[config.mk]
export PLATFORM = sky130hd
export DESIGN_NAME = priority_code_pulser
export DESIGN_NICKNAME = d
export VERILOG_FILES = /design/src/rtl/priority_code_pulser.sv
export SDC_FILE = /design/constraint.sdc
export NUM_CORES = 1
export LEC_CHECK = 0
export CORE_MARGIN = 10
export CORE_UTILIZATION = 48
export CTS_CLUSTER_DIAMETER = 150
export DETAILED_ROUTE_END_ITERATION = 12
export PLACE_DENSITY = 0.83
export SYNTH_ARGS = -nofsm -noshare
export SYNTH_HDL_FRONTEND = slang
export SYNTH_SLANG_ARGS = --single-unit
[constraint.sdc]
create_clock -name clk -period 1.8 [get_ports clk]
set_input_delay 0.36 -clock clk [delete_from_list [all_inputs] [get_ports clk]]
set_output_delay 0.36 -clock clk [all_outputs]
set_load 0.01 [all_outputs]
[src/rtl/priority_code_pulser.sv]
// Receive side of a priority-encoder link: decodes an accepted code into a one-hot
// pulse of fixed width, follows it with a quiet gap, and counts issued pulses.
module priority_code_pulser #(
    parameter int CODE_W    = 2,
    parameter int N         = 4,
    parameter int PULSE_LEN = 3,
    parameter int GAP_LEN   = 2,
    parameter int CNT_W     = 8
) (
    input  logic              clk,
    input  logic              rst,
    input  logic [CODE_W-1:0] in_code,
    input  logic              in_valid,
    output logic              in_ready,
    output logic [N-1:0]      out_onehot,
    output logic              busy,
    output logic              err_code,
    output logic [CNT_W-1:0]  event_cnt
);

    localparam int TMAX = (PULSE_LEN > GAP_LEN) ? PULSE_LEN : GAP_LEN;
    localparam int TW   = (TMAX > 1) ? $clog2(TMAX) : 1;
    localparam logic [TW-1:0]     PULSE_INIT = TW'(PULSE_LEN - 1);
    localparam logic [TW-1:0]     GAP_INIT   = TW'((GAP_LEN > 0) ? GAP_LEN - 1 : 0);
    localparam logic [CODE_W:0]   N_L        = (CODE_W + 1)'(N);
    localparam logic [CNT_W-1:0]  CNT_MAX    = '1;

    typedef enum logic [1:0] {IDLE, HOLD, GAP} state_t;

    state_t             state_q, state_d;
    logic [TW-1:0]      timer_q, timer_d;
    logic [CODE_W-1:0]  code_q,  code_d;
    logic               err_q,   err_d;
    logic [CNT_W-1:0]   cnt_q,   cnt_d;

    logic accept;
    logic in_range;

    assign in_ready = !rst && (state_q == IDLE);
    assign accept   = in_valid && in_ready;
    assign in_range = ({1'b0, in_code} < N_L);

    always_ff @(posedge clk or posedge rst) begin
        if (rst) begin
            state_q <= IDLE;
            timer_q <= '0;
            code_q  <= '0;
            err_q   <= 1'b0;
            cnt_q   <= '0;
        end else begin
            state_q <= state_d;
            timer_q <= timer_d;
            code_q  <= code_d;
            err_q   <= err_d;
            cnt_q   <= cnt_d;
        end
    end

    always_comb begin
        state_d = state_q;
        timer_d = timer_q;
        code_d  = code_q;
        err_d   = 1'b0;
        cnt_d   = cnt_q;
        case (state_q)
            IDLE: begin
                if (accept) begin
                    if (in_range) begin
                        state_d = HOLD;
                        timer_d = PULSE_INIT;
                        code_d  = in_code;
                        if (cnt_q != CNT_MAX) begin
                            cnt_d = cnt_q + CNT_W'(1);
                        end
                    end else begin
                        err_d = 1'b1;
                    end
                end
            end
            HOLD: begin
                if (timer_q == '0) begin
                    if (GAP_LEN > 0) begin
                        state_d = GAP;
                        timer_d = GAP_INIT;
                    end else begin
                        state_d = IDLE;
                    end
                end else begin
                    timer_d = timer_q - TW'(1);
                end
            end
            GAP: begin
                if (timer_q == '0) begin
                    state_d = IDLE;
                end else begin
                    timer_d = timer_q - TW'(1);
                end
            end
            default: state_d = IDLE;
        endcase
    end

    // Decoded from the state register so an async reset clears the line immediately.
    generate
        for (genvar gi = 0; gi < N; gi++) begin : g_line
            assign out_onehot[gi] = (state_q == HOLD) && (code_q == CODE_W'(gi));
        end
    endgenerate

    assign busy      = (state_q != IDLE);
    assign err_code  = err_q;
    assign event_cnt = cnt_q;

endmodule

==> impl_metrics.toml <==
[status]
outcome = "finished clean"

[die]
fp.dieW_um = 62.72
start_util = 0.5072
die_y_um = 62.72
core-area_mm2 = 0.001727
rows = 15
ios = 20
fp.dieArea_mm2 = 0.003933

[sta]
finalClockSkew_ns = 0.005949
fin_crit_sh = 0.9660
slew_viol_final = 0
hold_viol_final = 0
slew_headroom = 0.6448
period_minus_slack_ns = 1.739
whs_ns = 0.5325
tightest_slew_ns = 0.5321
rsz0062_at_grt = "no"
finalSetupViolations = 0
fmaxAchievable_mhz = 575.1

[place]
io_buffers = 18
gp_congestion = 0.8834
place_hpwl_um = 1487

[worst_setup_path]
critPathLaunchType = "flip-flop"
required_ns = 1.44
path_class = "reg -> out"
crit_fanout = 5
cp_slowest_cell = "dfrtp_1"
cp.arrival_ns = 1.38
r2r_start = "state_q[0]"
end_kind = "primary output"
rrSetupSlack_ns = 0.16
cp_slowest_stage_delay_ns = 0.39
critical_path.startpoint = "state_q[0]"
path_cells = "buf_4 > ha_4 > and3b_1 > clkdlybuf4s15_1"

[min_path]
holdCritStartpoint = "event_cnt[0]"
hold_path_class = "reg -> reg"

[logic_synthesis]
synth_top_area_frac = 0.4000
yosysWarnings = 0
ys.flop_type = "dfrtp_1"
synth_most_common_cell = "dfrtp_1"
synth_common_cells = "dfrtp_1, nand2_1, a21oi_1, ha_1, inv_1"
yosys.area.top_type = "dfrtp_1"
synth_area_um2 = 875.8
yosysSeqAreaShare = 0.4000
synth_area_leaders = "dfrtp_1, ha_1, a21oi_1, nand2_1, nand3_1"
syn_inst = 90
async_flop_share = 1.000
synth_seq_cells = 14
synth_cell_types = 30
synth-edff-count = 0
syn_nets = 103
avgSynthCellArea_um2 = 9.732

[global_route]
antenna_found_initial = 0
grt.overflow.total = 0
grt_pass1_wl_um = 3270
grt_pass1_vias = 765
grt_usage = 0.09920
grt_max_degree = 15

[cts]
root_buffer = "clkbuf_4"
clock_sinks = 14
clk_path_buf_depth = 2
clk_pin_slew_ns = 0.09
cts_hold_buf = 0
cts_tree = "yes"
htreeDepth = 1
insertion_delay_ns = 0.29
cts-buffers-inserted = 3

[power]
combPwrFrac = 0.563
max-vdd-ir-drop_mv = 1.055
pwr-share-clk = 0.130
pwr-share-seq = 0.306
p_int_uw = 1082
total_power_uw = 1820
power.density_mw_per_mm2 = 1539
p_sw_uw = 738.1
power.share.switching = 0.4056
p_leak_uw = 0.0005801

[layout]
area_growth_pct = 35.00
multi_input_area_um2 = 491.7
final_util = 0.6848
register_area_um2 = 350.3
drive_gt1_frac = 0.2353
antenna_cells = 0
fillerInstances = 151
nNetsFinal = 133

[detailed_routing]
drt_iter0_drc = 7
ant_nets = 0
wl_per_cell_um = 13.63
vias = 750
route.detailed.drc = 0
via_per_inst = 5.208
first_pass_iters = 4
wl_um = 1962

[job]
cap_violations = 0
==> through the flow <==
stage	TNS, ns	setup WS, ns	instances	cell area (um^2)
after global routing	0	0.002995	144	1182
final	0	0.06125	144	1182
after global placement	-0.01664	-0.006004	139	1131
after CTS	-0.006603	-0.006603	144	1174
after detailed placement	-0.09908	-0.04829	139	1131
after floorplan	0	0.2678	90	875.8
==> critical path: cells and delay by family, from the launching register on <==
kind	cells	cell delay, ns
flip-flops	1	0.39
buffers and inverters	2	0.38
adder cells (fa/ha/maj)	1	0.16
AND/OR/NAND/NOR	1	0.15
==> kinds of logic after synthesis <==
kind of cell             Yosys count  share of synthesized area
XOR/XNOR                           3                    0.03001
other                              1                   0.004282
adder cells (fa/ha/maj)            8                     0.1143
buffers and inverters             10                    0.05715
multiplexers                       3                    0.04285
flip-flops                        14                     0.4000
AND/OR/NAND/NOR                   38                     0.2486
AO/OA/AOI/OAI                     13                     0.1029
==> final cells by class <==
class / count / share of cell area
Sequential cell: 14 / 0.2963
Multi-Input combinational cell: 66 / 0.4159
Tap cell: 25 / 0.02646
Clock buffer: 4 / 0.03069
Inverter: 7 / 0.02222
Timing Repair Buffer: 28 / 0.2085
==> flip-flops by register name, summed over array words and instances (netlist names) <==
| signal | count |
|---|---|
| event_cnt | 8 |
| state_q | 2 |
| code_q | 2 |
| timer_q | 2 |
==> cells in the final DEF, fill, tap and decap left out, drive strengths merged, types with 3 or more instances in the layout <==
cell / n
dlygate4sd2: 3
inv: 7
nor3: 5
a21oi: 8
buf: 10
clkbuf: 5
nand2: 10
nor2: 6
dfrtp: 14
ha: 8
mux2: 3
nand3: 6
clkdlybuf4s50: 12
==> power groups by stage <==
stage	Clock [uW]	Sequential, uW	Combinational, uW
finish	237	558	1030
global route	250	576	1130
CTS	237	555	1000
detailed placement	0	562	1010
global placement	0	555	971
floorplan	0	564	591
==> path summary, 6_finish.rpt <==
path                                       to  cells past startpoint
worst max-delay path            out_onehot[1]                      4
worst min-delay path             event_cnt[0]                      1
worst min register to register   event_cnt[0]                      1
min in group asynchronous          timer_q[0]                      3
max in group asynchronous        event_cnt[0]                      3
worst max register to register     state_q[0]                      7
==> metal layers <==
layer	up-vias	global-route usage	wire length, um
met4	0	0.05587	44
li1	363	-	-
met1	361	0.1057	812
met3	7	0.03763	146
met2	19	0.1641	959
met5	-	0	0
==> timing repair <==
| action | 4_1_cts | 5_1_grt |
|---|---|---|
| endpoints found under the setup margin | 6 | 7 |
| buffers inserted | 1 | 0 |
| resized for setup | 10 | 5 |
(Power assumes the default switching activity.)
